**config.mk**
```make
export PLATFORM = sky130hd
export DESIGN_NAME = mem_io_responder
export DESIGN_NICKNAME = d
export VERILOG_FILES = /design/src/rtl/mem_io_responder.sv
export SDC_FILE = /design/constraint.sdc
export NUM_CORES = 1
export LEC_CHECK = 0
export ABC_CLOCK_PERIOD_IN_PS = 1900
export CORE_ASPECT_RATIO = 0.9
export CORE_MARGIN = 4
export CORE_UTILIZATION = 43
export DETAILED_ROUTE_END_ITERATION = 7
export PLACE_DENSITY = 0.72
export SYNTH_ARGS = -nofsm -noshare
export SYNTH_HDL_FRONTEND = slang
export SYNTH_SLANG_ARGS = --single-unit
```
**constraint.sdc**
```tcl
create_clock -name Clock -period 1.9 [get_ports Clock]
set_input_delay 0.38 -clock Clock [delete_from_list [all_inputs] [get_ports Clock]]
set_output_delay 0.38 -clock Clock [all_outputs]
set_load 0.005 [all_outputs]
```
**src/rtl/mem_io_responder.sv**
```systemverilog
// Memory-side responder: decodes a 16-word I/O window on the CPU data bus,
// serving GPIO, switches, a prescaled compare timer and a TX byte FIFO.
module mem_io_responder #(
  parameter logic [15:0] IO_BASE        = 16'hC000,
  parameter int          FIFO_DEPTH     = 4,
  parameter int          TIMER_PRESCALE = 1000
) (
  input  logic        Clock,
  input  logic        Reset,
  input  logic [15:0] mem_addr,
  input  logic        Memwrite,
  input  logic [15:0] wr_data,
  input  logic [15:0] ram_rdata,
  output logic [15:0] cpu_rdata,
  output logic        ram_we,
  input  logic [15:0] sw_in,
  output logic [15:0] gpio_out,
  output logic [7:0]  tx_data,
  output logic        tx_valid,
  input  logic        tx_ready,
  output logic        timer_irq
);

  localparam int PW  = (FIFO_DEPTH > 1) ? $clog2(FIFO_DEPTH) : 1;
  localparam int CW  = $clog2(FIFO_DEPTH + 1);
  localparam int PSW = (TIMER_PRESCALE > 1) ? $clog2(TIMER_PRESCALE) : 1;

  logic        w_hit;
  logic [3:0]  w_off;
  logic        w_we;
  logic        w_wr_gpio;
  logic        w_wr_cnt;
  logic        w_wr_cmp;
  logic        w_wr_ctl;
  logic        w_wr_stat;
  logic        w_wr_push;
  logic [15:0] w_io_rdata;

  logic [15:0] r_gpio;
  logic [15:0] r_sw_meta;
  logic [15:0] r_sw_sync;

  logic [PSW-1:0] r_presc;
  logic [15:0]    r_count;
  logic [15:0]    r_compare;
  logic           r_flag;
  logic           r_irq_en;
  logic           w_tick;
  logic           w_set;

  logic [7:0]    r_mem [FIFO_DEPTH];
  logic [PW-1:0] r_wp;
  logic [PW-1:0] r_rp;
  logic [CW-1:0] r_cnt;
  logic          r_ovf;
  logic          w_full;
  logic          w_empty;
  logic          w_pop;
  logic          w_do_push;
  logic [3:0]    w_cnt4;

  assign w_hit = (mem_addr[15:4] == IO_BASE[15:4]);
  assign w_off = mem_addr[3:0];
  assign w_we  = Memwrite & w_hit;

  assign w_wr_gpio = w_we & (w_off == 4'd0);
  assign w_wr_cnt  = w_we & (w_off == 4'd2);
  assign w_wr_cmp  = w_we & (w_off == 4'd3);
  assign w_wr_ctl  = w_we & (w_off == 4'd4);
  assign w_wr_stat = w_we & (w_off == 4'd5);
  assign w_wr_push = w_we & (w_off == 4'd6);

  assign ram_we    = Memwrite & ~w_hit;
  assign cpu_rdata = w_hit ? w_io_rdata : ram_rdata;
  assign gpio_out  = r_gpio;
  assign timer_irq = r_flag & r_irq_en;

  always_ff @(posedge Clock or negedge Reset) begin
    if (!Reset) begin
      r_gpio    <= '0;
      r_sw_meta <= '0;
      r_sw_sync <= '0;
    end else begin
      r_sw_meta <= sw_in;
      r_sw_sync <= r_sw_meta;
      if (w_wr_gpio) r_gpio <= wr_data;
    end
  end

  assign w_tick = (r_presc == PSW'(TIMER_PRESCALE - 1));
  // A software count load beats a same-cycle tick and skips the compare.
  assign w_set  = w_tick & ~w_wr_cnt &
                  ((r_count + 16'd1) == r_compare);

  always_ff @(posedge Clock or negedge Reset) begin
    if (!Reset) begin
      r_presc   <= '0;
      r_count   <= '0;
      r_compare <= 16'hFFFF;
      r_flag    <= 1'b0;
      r_irq_en  <= 1'b0;
    end else begin
      if (w_wr_cnt) begin
        r_count <= wr_data;
        r_presc <= '0;
      end else if (w_tick) begin
        r_count <= r_count + 16'd1;
        r_presc <= '0;
      end else begin
        r_presc <= r_presc + PSW'(1);
      end
      if (w_wr_cmp) r_compare <= wr_data;
      if (w_set) r_flag <= 1'b1;
      else if (w_wr_ctl & wr_data[0]) r_flag <= 1'b0;
      if (w_wr_ctl) r_irq_en <= wr_data[1];
    end
  end

  assign w_full    = (r_cnt == CW'(FIFO_DEPTH));
  assign w_empty   = (r_cnt == '0);
  assign tx_valid  = ~w_empty;
  assign tx_data   = r_mem[r_rp];
  assign w_pop     = tx_valid & tx_ready;
  assign w_do_push = w_wr_push & (~w_full | w_pop);
  assign w_cnt4    = 4'(r_cnt);

  always_ff @(posedge Clock) begin
    if (w_do_push) r_mem[r_wp] <= wr_data[7:0];
  end

  always_ff @(posedge Clock or negedge Reset) begin
    if (!Reset) begin
      r_wp  <= '0;
      r_rp  <= '0;
      r_cnt <= '0;
      r_ovf <= 1'b0;
    end else begin
      if (w_do_push) r_wp <= r_wp + PW'(1);
      if (w_pop) r_rp <= r_rp + PW'(1);
      if (w_do_push & ~w_pop) r_cnt <= r_cnt + CW'(1);
      else if (~w_do_push & w_pop) r_cnt <= r_cnt - CW'(1);
      if (w_wr_push & w_full & ~w_pop) r_ovf <= 1'b1;
      else if (w_wr_stat & wr_data[10]) r_ovf <= 1'b0;
    end
  end

  always_comb begin
    w_io_rdata = '0;
    unique case (w_off)
      4'd0: w_io_rdata = r_gpio;
      4'd1: w_io_rdata = r_sw_sync;
      4'd2: w_io_rdata = r_count;
      4'd3: w_io_rdata = r_compare;
      4'd4: w_io_rdata = {14'd0, r_irq_en, r_flag};
      4'd5: w_io_rdata = {5'd0, r_ovf, w_full, w_empty, 4'd0, w_cnt4};
      default: w_io_rdata = '0;
    endcase
  end

endmodule

```
; ---- Yosys cells after proc, flatten, opt, wreduce, memory -nomap -nowiden
; Memories as Yosys holds them, arrays and structs flattened.
; Cells that the tools add are included.
; Widths: inputs -> output; s select.
[word_totals]
memories = 1
latch_bits = 0
ramBits = 32
wordCells = 75
register_bits = 100
mem_bits_ro = 0
[mem_list]
columns = memory, words, width, rd, rd_ports_with_merged_regs, write_ports, line
row1 = r_mem, 4, 8, 1, 0, 1, 51  ; logic [7:0] r_mem [FIFO_DEPTH];
[op_classes]
add_sub_neg = 6
n_reduce_logical = 6
n_lt_le_gt_ge = 0
bitwise_logic = 26
n_shift = 0
eq_ne = 10
muxes = 14
mul = 0
div_mod_pow = 0
[op_table]
columns = operator, count
row1 = $pmux 16 s6, 1
row2 = $mux 16, 3
row3 = $mux 10, 2
row4 = $and 1x1->1, 19
row5 = $add 16x1->16 const B, 1
row6 = $eq 16x16->1, 1
row7 = $eq 12x12->1 const B, 1
row8 = $eq 4x3->1 const B, 3
row9 = $add 10x1->10 const B, 1
row10 = $eq 10x10->1 const B, 1
row11 = $eq 4x2->1 const B, 2
row12 = $reduce_bool 2->1, 4
row13 = $mux 1, 6
row14 = $mux 3, 2
row15 = $not 1->1, 6
row16 = $add 2x1->2 const B, 2
row17 = $eq 4x1->1 const B, 1
row18 = $logic_not 4->1, 1
row19 = $add 3x1->3 const B, 1
row20 = $eq 3x3->1 const B, 1
row21 = $logic_not 3->1, 1
row22 = $sub 3x1->3 const B, 1
row23 = $or 1x1->1, 1

; ---- Depth between registers and ports, before layout
; Gate-level depths: netlist of run 1.
[logic_depth]
ltp_word = 9
ltp_mapped = 12
depth_no_buf = 10

; ---- Worst setup path before layout of run 1
; Ideal clock, no wire load.
[synth_timing]
kind = input port to flip-flop
startpoint = input mem_addr[12]
endpoint = register r_cnt[2]
path_stages = 12
setup_ps = 79
arrival_ps = 2451
setup_slack_ps = -631
cell_sequence = nor4bb_1 and3_1 buf_2 nand4_1 o21ba_1 buf_2 ha_1 inv_1 fa_1 xor2_1 nor2_1 xor2_1
[synth_between]
elab_chain_len = 7
word_cells_on_any_way = 9
classes_between = eq/ne (1) / mux (1) / bitwise (6) / reduce/logical (1)
[synth_lines]
columns = element, line
row1 = from (decl), 10  ; input logic [15:0] mem_addr,
row2 = $eq 12x12->1 *, 62  ; assign w_hit = (mem_addr[15:4] == IO_BASE[15:4]);
row3 = $and 1x1->1 *, 64  ; assign w_we = Memwrite & w_hit;
row4 = $and 1x1->1 *, 71  ; assign w_wr_push = w_we & (w_off == 4'd6);
row5 = $and 1x1->1 *, 124  ; assign w_do_push = w_wr_push & (~w_full | w_pop);
row6 = named net w_do_push, 59  ; logic w_do_push;
row7 = $not 1->1, 141  ; else if (~w_do_push & w_pop) r_cnt <= r_cnt - CW'(1);
row8 = $and 1x1->1, 141
row9 = $reduce_bool 2->1 (no source line), --
row10 = to (signal assigned), 140  ; if (w_do_push & ~w_pop) r_cnt <= r_cnt + CW'(1);
row11 = to (signal assigned), 141
row12 = to (decl), 54  ; logic [CW-1:0] r_cnt;
; Mark *: on every way through the listed nets, which the timed path passes. The rest lies on a longest branch.
; A chain may end at the register's enable or synchronous reset.

; ---- Worst setup path after layout of run 1
[layout_timing]
startpoint = register r_cnt[0]
endpoint = output cpu_rdata[8]
[layout_between]
elab_chain_len = 3
[layout_lines]
columns = element, line
row1 = $logic_not 3->1, 120  ; assign w_empty = (r_cnt == '0);
row2 = $pmux 16 s6, 149  ; unique case (w_off)
row3 = $mux 16, 74  ; assign cpu_rdata = w_hit ? w_io_rdata : ram_rdata;
row4 = to (decl), 14  ; output logic [15:0] cpu_rdata,
; Every way passes these cells.

==> impl_results.md, run 1 <==
- WHS: 0.347 ns
- Setup crit start kind: flop
- Total number of vias: 5228
- Clock Pin Slew Worst Setup and Hold Paths: 0.06 ns
- Most frequent cells in the layout: buf_4 (86), dfrtp_1 (77), clkdlybuf4s50_1 (67), nor2_1 (34), nand2_1 (34)
- Leak: 3.93 nW
- Worst EP required: 1.52 ns
- Syn Inst Count: 504
- Setup WS post-layout: -0.354 ns
- Placed cells: 854
- Switching power: 2.08 mW
- Post-route DRC: 2
- Fill count: 977
- Yosys warning count: 0
- Worst Tran Pin Value: 0.545 ns
- Avg Cell Area, Syn: 12.3 um2
- Critical-path cell list: or3_4 -> nor3_4 -> a221o_1 -> a221oi_2 -> o21ai_1 -> buf_2
- Commonest non-fill, non-tap cell in the layout: buf_4
- Clock Skew: 0.00685 ns
- Slowest CP cell: or3_4
- F_max: 444 MHz
- Switch share: 26.0%
- Main synth FF type: dfrtp_1
- Die Height: 122 um
- Share of cells above drive strength 1: 41.2%
- CTS H-Tree Depth: 4
- RD Place Congestion: 0.879
- Hold Crit Class: flop to flop
- Vias in the first global route: 5419
- Failing checks: design-rule violations, negative setup slack
- Syn Nets: 580
- Fin crit period: 2.25 ns
- Unique masters post-synth: 58
- Clock Latency Late Sink: 0.42 ns
- RSZ-0062 raised after global routing: yes
- Clk pwr share: 40.6%
- Crit path DAT: 1.87 ns
- Max Cap Viol: 0
- EDFF count, synth: 32
- Critical path class: flop to output pin
- CTS Buffer Depth: 2
- CTS root buffer: clkbuf_16
- Synth top area share: 33.9%
- Dpl ws: -1.07 ns
- Drt first pass iters: 8
- TritonCTS buffer count: 17
- Status: finished, violations left
- First-pass GRT wire length: 29500 um
- Final Non-Filler Cells: 933
- Post-synth top area cell: dfrtp_1
- Starting Density: 44.1%
- Post-synthesis sequential area ratio: 56.2%
- Number of synthesized register bits: 132
- Number of antenna violations at the first check in global routing: 0
- FFs w/ async S/R, synth: 75.8%
- Final ANT Viol Nets: 0
- Global route overflow: 0
- Max FO, Critical Path: 2
- Clock Sinks: 132
- Part of the power in combinational logic: 19.8%
- Maximum VDD drop: 0.000635 V
- Die X: 135 um
- ANT cells: 0
- Nets: 803
- P&R area growth vs syn: 53.2%
- Dpl hpwl: 12600 um
- Drt total wl: 18800 um
- Core ar.: 0.0141 mm2
- Synthesized area: 0.00619 mm2
- Final period utilization: 119%
- Drt first-iter violations: 616
- Final hold viol count: 0
- # IOs: 111
- Pint: 5.91 mW
- Port bufs: 110
- Overall Global Routing Usage: 23.5%
- CTS tree: done
- Largest net degree at the start of global routing: 38
- Largest stage delay on the critical path: 0.43 ns
- Final Max Slew Viols: 0
- Post-Route Utilization: 67.5%
- PD cells: 842 mW/mm2
- Slew HR: 63.7%
- Drt via density: 5.60
- Die area: 0.0164 mm2
- Avg WL per Cell: 20.1 um
- Setup Viol. Count Final: 27
- Num rows: 41
- Largest cells by area after synthesis: dfrtp_1 (34%), edfxtp_1 (16%), dfstp_2 (6.8%)
- Crit. End Element: output pin
- Power share of the sequential group: 39.6%
[cells in the mapped netlist, types with 2 or more instances]
cell and number:
dfstp_2 16, mux2_2 16, nor4_1 6, nand2b_1 5
o21ai_1 2, xnor2_1 28, dfrtp_1 84, and4_1 4
nor2_1 35, inv_1 6, edfxtp_1 32, a21oi_1 31
and2_1 6, mux2_1 18, ha_1 7, a22oi_1 3
nor3_2 2, buf_4 3, nor4_2 3, mux4_2 8
a222oi_1 16, nand2_1 38, o21ai_0 11, nor2b_1 4
a31oi_1 2, clkbuf_1 13, nor3_1 7, a221oi_1 2
xor2_1 20, buf_2 11, a21o_1 15, nand4_1 6
nand3_1 14, and3_1 6
[worst paths after layout]
| path | start | endpoint | slack [ns] | cells after the start |
|---|---|---|---|---|
| hold reg to reg | r_sw_meta[11]$_DFF_PN0_ | r_sw_sync[11]$_DFF_PN0_ | 0.35 | 0 |
| setup reg to reg | r_cnt[0]$_DFFE_PN0P_ | r_cnt[2]$_DFFE_PN0P_ | -0.35 | 10 |
| hold / removal | r_sw_meta[11]$_DFF_PN0_ | r_sw_sync[11]$_DFF_PN0_ | 0.35 | 0 |
| min in group asynchronous | Reset | r_presc[3]$_DFF_PN0_ | 0.47 | 2 |
| max in group asynchronous | Reset | r_compare[1]$_DFFE_PN1P_ | 0.79 | 3 |
| setup / recovery | r_cnt[0]$_DFFE_PN0P_ | cpu_rdata[8] | -0.35 | 6 |
[layer usage]
metal,global-route usage (%),routed length (um),up-vias
met1,31.3,7760,2583
met2,37.9,9130,288
li1,-,-,2310
met3,5.49,1380,47
met5,0,0,-
met4,8.97,492,0
[worst max-delay path, delay by kind of cell (launching register included)]
kind / cells / cell delay (ns)
compound gates: 3 / 0.31
simple gates: 2 / 0.62
buf+inv: 1 / 0.12
flops: 1 / 0.41
[timing repair]
action,CTS,global route
gates resized for setup,250,46
setup buffers,36,18
endpoints found under the setup margin,105,90
hold buffers,1,0
pin swaps,31,29
cloned,2,0
hold endpoints to repair,28,0
[flip-flops by register name, indices dropped and copies added (netlist names), 3 cells and up]
name	flops
r_cnt	3
r_sw_meta	16
gpio_out	16
r_compare	16
r_presc	10
r_count	16
r_mem	32
r_sw_sync	16
[kinds of logic (layout without fill, tap and decap cells)]
logic type,after synthesis,count (layout),share of synthesized area [%]
simple gates,147,147,13.3
flops,132,132,56.2
compound gates,92,92,10.2
xor+xnor,48,48,6.79
mux,43,43,9.25
buf+inv,34,270,2.46
fa+ha+maj,8,8,1.74
[power groups by stage]
stage / Clock (mW) / Sequential (mW) / Combinational [mW]
after floorplan: 0 / 3.16 / 0.513
after global placement: 0 / 3.19 / 1.18
after detailed placement: 0 / 3.20 / 1.21
after CTS: 3.29 / 3.16 / 1.51
after global routing: 3.45 / 3.18 / 1.71
final: 3.25 / 3.16 / 1.58
[cell type report]
| class | count | area [um2] | area share, % |
|---|---|---|---|
| Sequential cell | 132 | 3490 | 36.8 |
| Multi-Input combinational cell | 338 | 2980 | 31.4 |
| Timing Repair Buffer | 232 | 2170 | 22.9 |
| Clock buffer | 18 | 450 | 4.75 |
| Tap cell | 193 | 241 | 2.55 |
| Clock inverter | 14 | 136 | 1.44 |
| Inverter | 6 | 22.5 | 0.237 |
[per-stage QoR]
stage / area, um2 / setup TNS (ns) / power (mW)
2_1_floorplan: 6290 / -1.89 / 3.68
3_3_place_gp: 8130 / -65.73 / 4.38
3_5_place_dp: 8130 / -72.45 / 4.41
4_1_cts: 9300 / -5.54 / 7.96
5_1_grt: 9490 / -7.98 / 8.33
6_report: 9490 / -6.42 / 7.99
Note: power is estimated with default switching activity, not from simulation.
==> run 2, diff against run 1 <==
ABC_AREA = 0   (was default)
CORE_MARGIN = 10   (was 4)
GPL_ROUTABILITY_DRIVEN = 0   (was default)
==> run 2 against run 1 <==
Against the previous run: the flow finishes with violations (negative setup slack); hold slack about the same; combinational power is 7% lower; sequential share of layout area is 0.24 points higher; critical endpoint unchanged.
==> impl_results.md, run 2 (same netlist as run 1, synthesis figures left out) <==
- Vias in the first global route: 5605
- Commonest non-fill, non-tap cell in the layout: buf_4
- Worst EP required: 1.52 ns
- Starting Density: 44.1%
- Clk pwr share: 41.3%
- Final hold viol count: 0
- CTS root buffer: clkbuf_16
- Crit path DAT: 1.86 ns
- Failing checks: negative setup slack
- Crit. End Element: output pin
- Power share of the sequential group: 40.1%
- Max FO, Critical Path: 2
- Drt first-iter violations: 634
- Clock Sinks: 132
- Total power: 7.91 mW
- Total number of vias: 5308
- Post-route cell area: 0.00941 mm2
- Clock Latency Late Sink: 0.43 ns
- Port bufs: 110
- Final period utilization: 118%
- Status: finished, violations left
- TritonCTS buffer count: 17
- F_max: 446 MHz
- Die area: 0.0196 mm2
- Critical path class: flop to output pin
- Drt first pass iters: 6
- Fin crit period: 2.24 ns
- CTS tree: done
- Die X: 147 um
- Setup WS post-layout: -0.341 ns
- ANT cells: 0
- CTS H-Tree Depth: 4
- Pint: 5.98 mW
- Dpl hpwl: 12800 um
- Metal1 wirelength: 7780 um
- Num rows: 41
- Number of antenna violations at the first check in global routing: 0
- Avg WL per Cell: 21.7 um
- CTS Buffer Depth: 2
- Global route overflow: 0
- Hold Crit Class: flop to flop
- P&R area growth vs syn: 51.9%
- Max Cap Viol: 0
- Maximum VDD drop: 0.000637 V
- Clock Skew: 0.00940 ns
- Routed wl met3: 1770 um
- RSZ-0062 raised after global routing: yes
- Drt via density: 5.74
- Worst Tran Pin Value: 0.554 ns
- Switch share: 24.4%
- Largest net degree at the start of global routing: 44
- Clock Pin Slew Worst Setup and Hold Paths: 0.06 ns
- Overall Global Routing Usage: 20.0%
- Part of the power in combinational logic: 18.6%
- DP Area: 0.00807 mm2
- Setup crit start kind: flop
- Final Max Slew Viols: 0
- Die Height: 134 um
- Number of flip-flops in the largest register: 32
- Drt total wl: 20100 um
- Most frequent cells in the layout: buf_4 (84), dfrtp_1 (82), clkdlybuf4s50_1 (67), nand2_1 (34), nor2_1 (33)
- Leak: 3.92 nW
- Nets: 794
- First-pass GRT wire length: 30700 um
- # IOs: 111
- Share of cells above drive strength 1: 39.8%
- Post-route DRC: 0
- DR top layer: met4
- Met2 wire len: 9590 um
- Final ANT Viol Nets: 0
- Post-Route Utilization: 66.9%
- Setup Viol. Count Final: 30
- Core ar.: 0.0141 mm2
- Switching power: 1.93 mW
- Most flop-heavy register: r_mem
- PD cells: 841 mW/mm2
- Slew HR: 63.1%
[run 2: changes by cell type in the layout (fill, tap and decap cells not counted), sizes merged]
cell	change
inv	-8
buf	-7
clkinv	-2
clkinvlp	+3
clkbuf	+4
bufinv	+1
[run 2: worst max-delay path, stage by stage, from the launching register on]
cell and delay, ns:
dfrtp_1 0.38, or3_4 0.42, nor3_4 0.16, a221o_1 0.15
a221oi_2 0.04, o21ai_1 0.14, buf_2 0.14
[run 2: final timing paths]
path,start,end,slack [ns],cells after the start
min in group asynchronous,Reset,r_count[7]$_DFFE_PN0P_,0.46,2
max in group asynchronous,Reset,r_compare[11]$_DFFE_PN1P_,0.74,3
worst max register to register,r_cnt[2]$_DFFE_PN0P_,r_cnt[2]$_DFFE_PN0P_,-0.31,10
worst min-delay path,r_sw_meta[0]$_DFF_PN0_,r_sw_sync[0]$_DFF_PN0_,0.35,0
worst max-delay path,r_cnt[2]$_DFFE_PN0P_,cpu_rdata[8],-0.34,6
worst min register to register,r_sw_meta[0]$_DFF_PN0_,r_sw_sync[0]$_DFF_PN0_,0.35,0
[run 2: power groups by stage]
| stage | clock (mW) | combinational (mW) | sequential, mW |
|---|---|---|---|
| 2_1_floorplan | 0 | 0.513 | 3.16 |
| 3_3_place_gp | 0 | 1.20 | 3.20 |
| 4_1_cts | 3.29 | 1.30 | 3.17 |
| 3_5_place_dp | 0 | 1.23 | 3.21 |
| 5_1_grt | 3.43 | 1.57 | 3.19 |
| 6_report | 3.27 | 1.47 | 3.17 |
[run 2: per-stage QoR]
stage	setup TNS (ns)	hold WS [ns]	setup slack [ns]	cells
finish	-5.18	0.347	-0.341	924
floorplan	-1.89	0.0844	-0.454	504
detailed placement	-70.60	0.335	-1.03	846
global placement	-67.14	0.332	-0.994	846
global route	-7.24	0.359	-0.373	924
CTS	-4.62	0.347	-0.299	907
[run 2: timing repair]
action / in CTS / in global routing
buffers inserted: 24 / 21
pin swaps: 32 / 26
gates resized for setup: 242 / 38
gates cloned: 4 / 0
hold endpoints to repair: 24 / 0
hold buffers: 1 / 0
endpoints found under the setup margin: 103 / 78
[run 2: area by class of cell]
class	count	area, um2
Timing Repair Buffer	223	2110
Sequential cell	132	3490
Tap cell	193	241
Clock inverter	8	100
Inverter	6	22.5
Multi-Input combinational cell	338	2960
Fill cell	957	4650
Clock buffer	24	492
[run 2: routing by layer]
metal | vias to the layer above | GRT usage, %
met4 | 0 | 7.94
met2 | 293 | 33.1
li1 | 2294 | -
met5 | - | 0
met1 | 2631 | 24.2
met3 | 90 | 5.92
